### src/rtl/sequenciador_lote.sv
// Batch sequencer for the calculation unit's inicio/pronto handshake.
// Issues queued operand sets one at a time and collects each resultado into a readable table.
//
// state   | meaning
// OCIOSO  | idle after reset, waiting for iniciar
// EMITE   | load operands for slot idx, raise calc_inicio
// AGUARDA | calc_inicio held high, waiting for calc_pronto (timeout guarded)
// LIBERA  | calc_inicio low, waiting for calc_pronto to drop (timeout guarded)
// FIM     | batch done or aborted, waiting for iniciar
module sequenciador_lote #(
  parameter  int N_ENTRADAS = 4,
  parameter  int TIMEOUT    = 64,
  localparam int IW         = $clog2(N_ENTRADAS),
  localparam int NW         = IW + 1
) (
  input  logic          clk_i,
  input  logic          rst_i,
  input  logic          wr_en_i,
  input  logic [IW-1:0] wr_addr_i,
  input  logic [15:0]   wr_A_i,
  input  logic [15:0]   wr_B_i,
  input  logic [15:0]   wr_C_i,
  input  logic [7:0]    wr_K_i,
  input  logic [NW-1:0] n_ops_i,
  input  logic          iniciar_i,
  output logic [15:0]   calc_A_o,
  output logic [15:0]   calc_B_o,
  output logic [15:0]   calc_C_o,
  output logic [7:0]    calc_K_o,
  output logic          calc_inicio_o,
  input  logic          calc_pronto_i,
  input  logic [15:0]   calc_resultado_i,
  input  logic [IW-1:0] rd_addr_i,
  output logic [15:0]   rd_resultado_o,
  output logic          ocupado_o,
  output logic          concluido_o,
  output logic          erro_timeout_o
);

  localparam int CW = $clog2(TIMEOUT + 1);
  localparam logic [CW-1:0] CNT_ULTIMO = CW'(TIMEOUT - 1);
  localparam logic [NW-1:0] N_MAX      = NW'(N_ENTRADAS);

  typedef enum logic [2:0] {
    OCIOSO  = 3'd0,
    EMITE   = 3'd1,
    AGUARDA = 3'd2,
    LIBERA  = 3'd3,
    FIM     = 3'd4
  } estado_t;

  estado_t       estado_q, estado_d;
  logic [IW-1:0] idx_q, idx_d;
  logic [CW-1:0] cnt_q, cnt_d;
  logic [NW-1:0] nops_q, nops_d;
  logic [15:0]   a_q, a_d, b_q, b_d, c_q, c_d;
  logic [7:0]    k_q, k_d;
  logic          inicio_q, inicio_d;
  logic          ocupado_q, ocupado_d;
  logic          concluido_q, concluido_d;
  logic          erro_q, erro_d;
  logic          res_we;
  logic          op_we;
  logic [NW-1:0] nops_sat;
  logic [15:0]   rd_q;

  logic [15:0] op_a_q [N_ENTRADAS];
  logic [15:0] op_b_q [N_ENTRADAS];
  logic [15:0] op_c_q [N_ENTRADAS];
  logic [7:0]  op_k_q [N_ENTRADAS];
  logic [15:0] res_q  [N_ENTRADAS];

  assign nops_sat = (n_ops_i > N_MAX) ? N_MAX : n_ops_i;

  always_comb begin
    estado_d    = estado_q;
    idx_d       = idx_q;
    cnt_d       = cnt_q;
    nops_d      = nops_q;
    a_d         = a_q;
    b_d         = b_q;
    c_d         = c_q;
    k_d         = k_q;
    inicio_d    = inicio_q;
    ocupado_d   = ocupado_q;
    concluido_d = concluido_q;
    erro_d      = erro_q;
    res_we      = 1'b0;
    op_we       = 1'b0;
    case (estado_q)
      OCIOSO, FIM: begin
        op_we = wr_en_i;
        if (iniciar_i) begin
          nops_d = nops_sat;
          idx_d  = '0;
          erro_d = 1'b0;
          // An empty batch completes at once without touching the calculation unit.
          if (nops_sat == '0) begin
            estado_d    = FIM;
            ocupado_d   = 1'b0;
            concluido_d = 1'b1;
          end else begin
            estado_d    = EMITE;
            ocupado_d   = 1'b1;
            concluido_d = 1'b0;
          end
        end
      end
      EMITE: begin
        a_d      = op_a_q[idx_q];
        b_d      = op_b_q[idx_q];
        c_d      = op_c_q[idx_q];
        k_d      = op_k_q[idx_q];
        inicio_d = 1'b1;
        cnt_d    = '0;
        estado_d = AGUARDA;
      end
      AGUARDA: begin
        if (calc_pronto_i) begin
          res_we   = 1'b1;
          inicio_d = 1'b0;
          cnt_d    = '0;
          estado_d = LIBERA;
        end else if (cnt_q == CNT_ULTIMO) begin
          inicio_d    = 1'b0;
          erro_d      = 1'b1;
          ocupado_d   = 1'b0;
          concluido_d = 1'b1;
          estado_d    = FIM;
        end else begin
          cnt_d = cnt_q + 1'b1;
        end
      end
      LIBERA: begin
        if (!calc_pronto_i) begin
          if (({1'b0, idx_q} + NW'(1)) == nops_q) begin
            ocupado_d   = 1'b0;
            concluido_d = 1'b1;
            estado_d    = FIM;
          end else begin
            idx_d    = idx_q + 1'b1;
            estado_d = EMITE;
          end
        end else if (cnt_q == CNT_ULTIMO) begin
          erro_d      = 1'b1;
          ocupado_d   = 1'b0;
          concluido_d = 1'b1;
          estado_d    = FIM;
        end else begin
          cnt_d = cnt_q + 1'b1;
        end
      end
      default: estado_d = OCIOSO;
    endcase
  end

  always_ff @(posedge clk_i) begin
    if (rst_i) begin
      estado_q    <= OCIOSO;
      idx_q       <= '0;
      cnt_q       <= '0;
      nops_q      <= '0;
      a_q         <= '0;
      b_q         <= '0;
      c_q         <= '0;
      k_q         <= '0;
      inicio_q    <= 1'b0;
      ocupado_q   <= 1'b0;
      concluido_q <= 1'b0;
      erro_q      <= 1'b0;
    end else begin
      estado_q    <= estado_d;
      idx_q       <= idx_d;
      cnt_q       <= cnt_d;
      nops_q      <= nops_d;
      a_q         <= a_d;
      b_q         <= b_d;
      c_q         <= c_d;
      k_q         <= k_d;
      inicio_q    <= inicio_d;
      ocupado_q   <= ocupado_d;
      concluido_q <= concluido_d;
      erro_q      <= erro_d;
    end
  end

  // Operand table is deliberately left uninitialised by reset.
  always_ff @(posedge clk_i) begin
    if (op_we) begin
      op_a_q[wr_addr_i] <= wr_A_i;
      op_b_q[wr_addr_i] <= wr_B_i;
      op_c_q[wr_addr_i] <= wr_C_i;
      op_k_q[wr_addr_i] <= wr_K_i;
    end
  end

  always_ff @(posedge clk_i) begin
    if (rst_i) begin
      for (int i = 0; i < N_ENTRADAS; i++) res_q[i] <= '0;
      rd_q <= '0;
    end else begin
      if (res_we) res_q[idx_q] <= calc_resultado_i;
      rd_q <= res_q[rd_addr_i];
    end
  end

  assign calc_A_o       = a_q;
  assign calc_B_o       = b_q;
  assign calc_C_o       = c_q;
  assign calc_K_o       = k_q;
  assign calc_inicio_o  = inicio_q;
  assign rd_resultado_o = rd_q;
  assign ocupado_o      = ocupado_q;
  assign concluido_o    = concluido_q;
  assign erro_timeout_o = erro_q;

endmodule

### config.mk
export PLATFORM = sky130hd
export DESIGN_NAME = sequenciador_lote
export DESIGN_NICKNAME = d
export VERILOG_FILES = /design/src/rtl/sequenciador_lote.sv
export SDC_FILE = /design/constraint.sdc
export NUM_CORES = 1
export LEC_CHECK = 0
export CAP_MARGIN = 40
export CORE_UTILIZATION = 60
export CTS_BUF_LIST = sky130_fd_sc_hd__clkbuf_8 sky130_fd_sc_hd__clkbuf_16
export DETAILED_ROUTE_END_ITERATION = 7
export PLACE_DENSITY = 0.84
export SLEW_MARGIN = 10
export SYNTH_ARGS = -nofsm -noshare
export SYNTH_HDL_FRONTEND = slang
export SYNTH_SLANG_ARGS = --single-unit
### constraint.sdc
create_clock -name clk_i -period 10.33 [get_ports clk_i]
set_clock_uncertainty 0.05 [all_clocks]
set_input_delay 1.033 -clock clk_i [delete_from_list [all_inputs] [get_ports clk_i]]
set_output_delay 1.033 -clock clk_i [all_outputs]
set_load 0.03 [all_outputs]
==> metrics.yaml, run 1 <==
synth:
  yosysWarnings: 0
  async_flop_share_pct: 0
  synth_seq_cells: 379
  syn_area_um2: 14300
  synth_nets: 952
  syn_avg_cell_area_um2: 16.5
  muxShareOfSynthArea_pct: 11.5
  synth.distinct_cells: 53
  synth_top_family_by_area: "multiplexers"
  yosys-top-cells-area: "edfxtp_1 (61%), dfxtp_1 (13%), mux4_2 (11%)"
  synth_edf_count: 288
  yosys.area_share.simple_pct: 9.03
  synth_top_area_share_pct: 60.6
  synth_compound_area_share_pct: 4.05
  synthAdderAreaFrac_pct: 0.175
  yosysTopAreaCell: "edfxtp_1"
  synth.yosys.seq_area_share_pct: 73.4
  syn_inst: 866
  synth_ff_type: "edfxtp_1"
  synth-xor-area-share_pct: 0.184
sta:
  hold_slack_ns: 0.381
  finalSetupViolCount: 0
  finalCritPeriodShare_pct: 34.5
  worst_pin_slew_ns: 0.885
  hold_viol: 0
  final.setup.tns_ns: 0
  rsz0062_at_grt: "false"
  max_freq_ghz: 0.280
  slew_violations: 0
  slew_headroom_pct: 41.0
  min_period_ns: 3.57
global_route:
  top_usage_layer: "met2"
  grt_overflow_total: 0
  grt.total_usage_pct: 24.7
  grt_util_met3_pct: 4.22
  gr-usage-met2_pct: 41.7
  grt_pass1_wl_um: 44900
  antenna_found_initial: 1
  grt_max_degree: 69
  grt_util_met1_pct: 32.9
  grt_pass1_vias: 8090
clock_tree:
  cts_tree: "built"
  cts-root-buf: "clkbuf_16"
  clk_pin_slew_ns: 0.06
  clock_sinks: 379
  cts_hold_buf: 0
  cts_buffer_depth: 3
  clock_latency_ns: 0.52
  post_cts_resized: 0
  cts_buffers: 38
  h-tree-depth: 2
  post_cts_buffers: 0
final_layout:
  final_nets: 1113
  area_delta_synth_final_pct: 22.8
  utilization_pct: 74.8
  layout-drive-gt1-share_pct: 15.4
  final_area_um2: 17500
floorplan:
  chipWidth_um: 156
  core_area_um2: 23400
  die_y_um: 156
  die-area_um2: 24400
  ios: 160
  num_rows: 56
  start_util_pct: 60.9
critical_path:
  crit_type: "in -> reg"
  cp_slowest_stage_delay_ns: 0.79
  worst-r2r-cell-count: 4
  cp.required_ns: 10.44
  path_cells: "clkdlybuf4s50_1 > nand2b_1 > nor3_4 > nor3b_2 > or2_2"
  crit_slowest_cell: "nor3b_2"
  end_kind: "register"
  startpoint_type: "primary input"
  arrival_ns: 3.68
  crit_fanout: 19
power:
  p_leak_nw: 5.80
  ir_worst_vdd_uv: 159
  power_density_nw_per_um2: 200
routing:
  vias: 7952
  drtIter0Drc: 592
  finalWirelength_um: 29100
  ant_nets: 0
  vias_per_cell: 5.78
  remaining_drc_errors: 0
  avgRoutedWirePerCell_um: 21.2
  detail_route.first_pass.iterations: 7
run:
  maxCapViolations: 0
hold_path:
  hold_depth: 2
  hp-class: "reg -> reg"
place:
  io_buffers: 159
  placed_cell_area_um2: 16200
  dp_hpwl_um: 16900
  gp_congestion: 0.830
outcome:
  outcome: "finished, final reports clean"
## registers in the layout, indices dropped and copies added, names as in the netlist
name	count
op_a_q	64
op_b_q	64
op_c_q	64
res_q	64
op_k_q	32
calc_A_o	16
calc_B_o	16
calc_C_o	16
rd_resultado_o	16
calc_K_o	8
cnt_q	7
estado_q	3
nops_q	3
idx_q	2
calc_inicio_o	1
concluido_o	1
erro_timeout_o	1
ocupado_o	1
## layout make-up
cell class	instances	area (µm²)
timing repair buffer	170	1700
inverter	5	18.8
clock inverter	27	313
clock buffer	42	1020
tap	319	399
fill	1402	5890
antenna	1	2.50
sequential	379	10500
multi-input combinational	433	3580
## stage by stage
stage | total power [mW] | setup slack [ns] | instances
after CTS | 3.52 | 6.76 | 1375
after detailed placement | 2.09 | 6.25 | 1306
after global placement | 2.08 | 6.41 | 1304
after global routing | 3.61 | 6.52 | 1375
final | 3.50 | 6.76 | 1376
after floorplan | 1.95 | 4.49 | 866
## critical path: cells and delay by family
family	cells	cell delay (ns)
buffers and inverters	1	0.65
and+or+nand+nor	4	2.00
## cell usage in the layout, fill, tap and decap left out, types with 5 or more instances in the layout
cell	instances
bufinv_16	7
nand2_1	126
or2_2	5
buf_4	9
clkdlybuf4s50_1	158
mux4_2	72
inv_1	13
nor2_1	5
dfxtp_1	89
and2_1	80
clkinv_2	5
o31ai_1	5
nand3_1	6
edfxtp_1	288
clkbuf_16	39
a21oi_1	68
o21ai_0	5
## kinds of logic (layout without fill, tap and decap cells)
logic type	after synthesis	after routing
compound gates	100	100
mux	74	74
other cells	0	1
fa+ha+maj	2	2
xor+xnor	3	3
flops	379	379
buf+inv	54	244
simple gates	254	254
## cell usage after synthesis, types with 3 or more instances
library cell    n
a21oi_1        68
nand3b_1        3
clkbuf_1       25
nor3_1          3
o31ai_1         5
edfxtp_1      288
a211oi_1        3
o211ai_1        3
nand2_1       127
and2_1         80
inv_1           4
or3_1           3
dfxtp_1        91
mux4_2         72
nand3_1         6
or2_2           5
nor2_1          5
buf_2          24
o21ai_0         6
## final timing paths
path                            startpoint                          to  slack, ns
hold reg to reg      cnt_q[6]$_SDFFE_PP0P_       cnt_q[6]$_SDFFE_PP0P_       0.38
hold / removal       cnt_q[6]$_SDFFE_PP0P_       cnt_q[6]$_SDFFE_PP0P_       0.38
setup reg to reg  estado_q[1]$_SDFFE_PP0N_  res_q[0][14]$_SDFFCE_PN0P_       7.29
setup / recovery             calc_pronto_i  res_q[0][14]$_SDFFCE_PN0P_       6.76
## per-layer routing
metal	vias to the layer above	share of wire, %
met5	-	0
met4	0	2.5
met3	55	6.5
met2	290	50
met1	4010	41
li1	3597	-
## report_power, final
| part | internal [mW] | leakage, nW | switching [mW] |
|---|---|---|---|
| clock | 0.884 | 0.679 | 0.551 |
| sequential | 1.72 | 3.45 | 0.0363 |
| combinational | 0.124 | 1.67 | 0.183 |
| total | 2.73 | 5.80 | 0.770 |
No activity file was read; power rests on OpenSTA's default activity.
==> run 2: changes to the inputs <==
Settings changed: CORE_UTILIZATION 60 to 50, PLACE_DENSITY 0.84 to 0.75.
Clock period 10.33 ns to 3.2 ns, I/O delays scaled along.
==> run 2 against run 1 <==
Worst hold slack worse by 0.095 ns. Utilization is 12 points lower. Setup slack worse by 5.9 ns. Critical endpoint is now res_q[0][10]$_SDFFCE_PN0P_. Largest cell class unchanged. First-iteration DRC count is 4.6% higher. Sequential cell count stayed put. Critical path depth stayed put. Final cell count is 4.9% higher.
==> metrics.yaml, run 2 (synthesis gave the netlist of run 1 again) <==
outcome:
  outcome: "finished, final reports clean"
critical_path:
  crit_fanout: 17  # -2
  end_kind: "register"
  cp.required_ns: 3.32  # -7.12 ns
  timing.rr.start: "estado_q[1]$_SDFFE_PP0N_"
  arrival_ns: 2.45  # -1.23 ns
  endpoint: "res_q[0][10]$_SDFFCE_PN0P_"
  reg2reg_slack_ns: 0.87  # -6.42 ns
  worst-r2r-cell-count: 5  # +1
  startpoint_type: "register"
  crit_type: "reg -> reg"
  setup.worst_path.start: "estado_q[1]$_SDFFE_PP0N_"
  reg2reg_to: "res_q[0][10]$_SDFFCE_PN0P_"
floorplan:
  num_rows: 61  # +8.9%
  die_y_um: 171  # +9.4%
  chipWidth_um: 171  # +9.4%
  die-area_um2: 29200  # +20%
  ios: 160  # unchanged
  core_area_um2: 27900  # +19%
  start_util_pct: 51.1  # -9.9 points
clock_tree:
  cts_buffers: 39  # +2.6%
  clk_pin_slew_ns: 0.06  # about the same
  cts_tree: "built"
  post_cts_resized: 0  # unchanged
  cts-root-buf: "clkbuf_16"
  clock_latency_ns: 0.52  # about the same
  clock_sinks: 379  # unchanged
  cts_hold_buf: 0  # unchanged
  cts_buffer_depth: 3  # unchanged
  post_cts_buffers: 0  # unchanged
  h-tree-depth: 2  # unchanged
place:
  dp_hpwl_um: 17000  # +0.53%
  io_buffers: 159  # unchanged
  place_inst: 1373  # +5.1%
  post-place-ws_ns: 0.512  # -5.74 ns
  gp_congestion: 0.891  # +7.4%
routing:
  avgRoutedWirePerCell_um: 19.9  # -6.1%
  detail_route.first_pass.iterations: 5  # -2
  ant_nets: 0  # unchanged
  drtIter0Drc: 619  # +4.6%
  remaining_drc_errors: 0  # unchanged
  vias_per_cell: 5.44  # -5.8%
  vias: 7859  # -1.2%
  finalWirelength_um: 28700  # -1.4%
global_route:
  antenna_found_initial: 1  # unchanged
  grt_pass1_vias: 8184  # +1.2%
  grt_max_degree: 68  # -1.4%
  grt_pass1_wl_um: 44300  # -1.4%
  grt.total_usage_pct: 20.2  # -4.6 points
  grt_overflow_total: 0  # unchanged
hold_path:
  hp-class: "in -> reg"
power:
  ir_worst_vdd_uv: 658  # +310%
  finalPower_mw: 10.9  # +210%
  p_leak_nw: 5.83  # +0.47%
  power_density_nw_per_um2: 618  # +210%
sta:
  finalCritPeriodShare_pct: 72.9
  max_freq_ghz: 0.429
  slew_violations: 0  # unchanged
  hold_viol: 0  # unchanged
  finalSetupViolCount: 0  # unchanged
  rsz0062_at_grt: "false"
  final.setup.tns_ns: 0  # unchanged
  min_period_ns: 2.33
  worst_pin_slew_ns: 0.877  # -0.00727 ns
  fin_ws_ns: 0.869  # -5.89 ns
  slew_headroom_pct: 41.5  # +0.48 points
final_layout:
  layout-drive-gt1-share_pct: 15.6  # +0.15 points
  mostFrequentLayoutCell: "edfxtp_1"
  area_delta_synth_final_pct: 23.2
  fillers: 2037  # +45%
  layout_common_cells: "edfxtp_1 (288), clkdlybuf4s50_1 (158), nand2_1 (126)"
  final_nets: 1122  # +0.81%
  regArea_um2: 10500  # unchanged
  utilization_pct: 62.9  # -12 points
  multi_input_area_um2: 3600  # +0.56%
  fin_cells: 1444  # +4.9%
run:
  maxCapViolations: 0  # unchanged
## run 2: cell types whose count changed in the layout (fill, tap and decap cells not counted), moves of 2 or more
cell	delta
clkbuf_8	+3
buf_4	+5
nor3b_2	-2
buf_12	+4
nor3b_4	+2
inv_1	+6
bufinv_16	-7
## run 2: how the worst min path moves through the flow
| stage | startpoint | endpoint | slack (ns) | depth (start not counted) |
|---|---|---|---|---|
| after global placement | cnt_q[6]$_SDFFE_PP0P_ | cnt_q[6]$_SDFFE_PP0P_ | 0.37 | 2 |
| after CTS | rst_i | res_q[3][13]$_DFFE_PP_ | 0.27 | 3 |
| after detailed placement | cnt_q[6]$_SDFFE_PP0P_ | cnt_q[6]$_SDFFE_PP0P_ | 0.40 | 2 |
| after global routing | rst_i | res_q[3][13]$_DFFE_PP_ | 0.27 | 3 |
| after floorplan | cnt_q[6]$_SDFFE_PP0P_ | cnt_q[6]$_SDFFE_PP0P_ | 0.35 | 2 |
| final | rst_i | res_q[3][13]$_DFFE_PP_ | 0.29 | 3 |
## run 2: critical path, cell delays in order (launching register included)
cell	delay, ns
dfxtp_1	0.54
or2b_1	0.31
nor3_4	0.23
nor3b_2	0.22
buf_4	0.23
or2_2	0.40
## run 2: layer usage
| layer | track usage [%] | part of all wire (%) | up-vias |
|---|---|---|---|
| met3 | 4.77 | 6.1 | 44 |
| met5 | 0 | 0 | - |
| li1 | - | - | 3620 |
| met2 | 33.9 | 49 | 219 |
| met4 | 6.68 | 2.4 | 0 |
| met1 | 25.9 | 43 | 3976 |
## run 2: area by class of cell
class | instances | area share, %
Clock inverter | 24 | 0.684
Clock buffer | 46 | 6.17
Sequential cell | 379 | 59.6
Multi-Input combinational cell | 433 | 20.5
Tap cell | 378 | 2.69
Antenna cell | 1 | 0.0142
Inverter | 5 | 0.107
Timing Repair Buffer | 178 | 10.2
## run 2: through the flow
step / cell area, µm² / hold slack (ns)
4_1_cts: 17600 / 0.268
6_report: 17600 / 0.285
2_1_floorplan: 14300 / 0.354
3_3_place_gp: 16400 / 0.366
3_5_place_dp: 16400 / 0.397
5_1_grt: 17600 / 0.275
## run 2: report_power, final
group / internal (mW) / leakage [nW] / switching (mW)
Sequential: 5.55 / 3.45 / 0.103
Clock: 2.41 / 0.645 / 1.77
Combinational: 0.419 / 1.73 / 0.604
==> run 3: changes to the inputs <==
Settings changed: CORE_UTILIZATION 50 to 56, PLACE_DENSITY 0.75 to 0.79.
Clock period 3.2 ns to 2.2 ns, I/O delays scaled along.
==> run 3 against run 2 <==
Non-clock buffer count rose by 13. Final cell count fell by 2.6%. Final area grew 0.30%. Via count grew 0.98%. Largest cell class unchanged. Worst hold slack worse by 0.044 ns. Sequential power up 45%. Clock-buffer cell count down 7. Combinational power increased by 53%.
==> metrics.yaml, run 3 (synthesis gave the netlist of run 1 again) <==
place:
  dp_hpwl_um: 17200  # +1.1%
  io_buffers: 159  # unchanged
  placed_cell_area_um2: 16500  # +0.84%
  post-place-ws_ns: -0.0110  # -0.523 ns
  gp_congestion: 0.826  # -7.4%
critical_path:
  end_kind: "register"
  crit_fanout: 11  # -6
  crit_type: "reg -> reg"
  reg2reg_slack_ns: 0.30  # -0.57 ns
  arrival_ns: 2.29  # -0.16 ns
  cp.required_ns: 2.58  # -0.74 ns
  startpoint_type: "register"
power:
  power_frac_comb_pct: 10.0  # +0.6 points
  clkPwrFrac_pct: 37.2  # -1.3 points
  ir_worst_vdd_uv: 612  # -7.0%
  p_leak_nw: 5.87  # +0.78%
  pwr-share-seq_pct: 52.7  # +0.6 points
  finalPower_mw: 15.6  # +43%
  power_density_nw_per_um2: 884  # +43%
  p_int_mw: 12.0  # +43%
  swShare_pct: 23.0  # +0.15 points
  switchingPower_mw: 3.58  # +44%
floorplan:
  die-area_um2: 26100  # -11%
  start_util_pct: 56.8  # +5.7 points
  core_area_um2: 25100  # -10%
  num_rows: 58  # -4.9%
  chipWidth_um: 162  # -5.4%
  ios: 160  # unchanged
  die_y_um: 162  # -5.4%
global_route:
  grt_overflow_total: 0  # unchanged
  grt_max_degree: 65  # -4.4%
  grt_pass1_wl_um: 44000  # -0.65%
  antenna_found_initial: 4  # +3
  grt_pass1_vias: 8099  # -1.0%
  grt.total_usage_pct: 22.4  # +2.2 points
sta:
  max_freq_ghz: 0.525  # +22%
  hold_slack_ns: 0.241  # -0.0444 ns
  finalSetupViolCount: 0  # unchanged
  finalCritPeriodShare_pct: 86.6  # +14 points
  hold_viol: 0  # unchanged
  min_period_ns: 1.90  # -0.427 ns
  worst_pin_slew_ns: 0.765  # -0.113 ns
  slew_violations: 0  # unchanged
  slew_headroom_pct: 49.0  # +7.5 points
  rsz0062_at_grt: "false"
  fin_ws_ns: 0.296  # -0.573 ns
clock_tree:
  cts_hold_buf: 0  # unchanged
  h-tree-depth: 2  # unchanged
  cts_buffer_depth: 3  # unchanged
  clk_pin_slew_ns: 0.06  # about the same
  post_cts_resized: 0  # unchanged
  clock_latency_ns: 0.52  # about the same
  cts_buffers: 37  # -5.1%
  cts-root-buf: "clkbuf_16"
  post_cts_buffers: 0  # unchanged
  clock_sinks: 379  # unchanged
  cts_tree: "built"
final_layout:
  mostFrequentLayoutCell: "edfxtp_1"
  layout-drive-gt1-share_pct: 16.6  # +0.97 points
  final_area_um2: 17600  # +0.30%
  fillers: 1649  # -19%
  final_nets: 1133  # +0.98%
  area_delta_synth_final_pct: 23.6
  layout_common_cells: "edfxtp_1 (288), clkdlybuf4s50_1 (158), nand2_1 (125)"
routing:
  ant_nets: 0  # unchanged
  vias: 7936  # +0.98%
  remaining_drc_errors: 0  # unchanged
  vias_per_cell: 5.64  # +3.6%
  finalWirelength_um: 28200  # -1.7%
  detail_route.first_pass.iterations: 5  # unchanged
  drtIter0Drc: 763  # +23%
  avgRoutedWirePerCell_um: 20.1  # +0.88%
hold_path:
  hp-class: "in -> reg"
outcome:
  outcome: "finished, final reports clean"
run:
  maxCapViolations: 0  # unchanged
## run 3: final timing paths
kind / endpoint / cells after the start / start
min: idx_q[0]$_SDFFE_PP0P_ / 3 / rst_i
max: erro_timeout_o$_SDFFE_PP0P_ / 5 / cnt_q[0]$_SDFFE_PP0P_
max reg2reg: erro_timeout_o$_SDFFE_PP0P_ / 5 / cnt_q[0]$_SDFFE_PP0P_
min reg2reg: cnt_q[6]$_SDFFE_PP0P_ / 2 / cnt_q[6]$_SDFFE_PP0P_
## run 3: stage by stage
| stage | instances | util [%] | TNS (ns) |
|---|---|---|---|
| after detailed placement | 1338 | 65.7 | -0.165 |
| after CTS | 1405 | 70.2 | 0 |
| final | 1407 | 70.2 | 0 |
| after floorplan | 866 | - | -68.64 |
| after global routing | 1406 | 70.2 | 0 |
| after global placement | 1338 | 65.7 | 0 |
## run 3: area by class of cell
| class | count | area, µm² | share of cell area [%] |
|---|---|---|---|
| diodes | 2 | 5.00 | 0.0284 |
| flip-flops and latches | 379 | 10500 | 59.5 |
| inverters | 5 | 18.8 | 0.107 |
| repair buffers | 191 | 1980 | 11.2 |
| well taps | 330 | 413 | 2.34 |
| multi-input cells | 433 | 3610 | 20.5 |
| clock buffers | 39 | 953 | 5.41 |
| clock inverters | 28 | 163 | 0.923 |
## run 3: worst max-delay path, stage by stage, from the launching register on
cell and delay [ns]:
dfxtp_1 0.37, ha_1 0.19, nand3_1 0.22, nor2_1 0.59, nand4_1 0.21, a21oi_1 0.19
## run 3: layer usage
metal  up-vias  routed length (µm)  track usage (%)
li1       3641                   -                -
met1      4020               11200             28.7
met2       229               14600             38.0
met3        44                1840             5.08
met4         2                 571             7.42
met5         -                  13                0
## run 3: power groups by stage
| stage | clock network [mW] | registers, mW | logic (mW) |
|---|---|---|---|
| after floorplan | 0 | 8.54 | 0.646 |
| after CTS | 5.90 | 8.21 | 1.58 |
| after global placement | 0 | 8.34 | 1.54 |
| after global routing | 6.16 | 8.24 | 1.67 |
| after detailed placement | 0 | 8.36 | 1.56 |
| final | 5.80 | 8.21 | 1.56 |
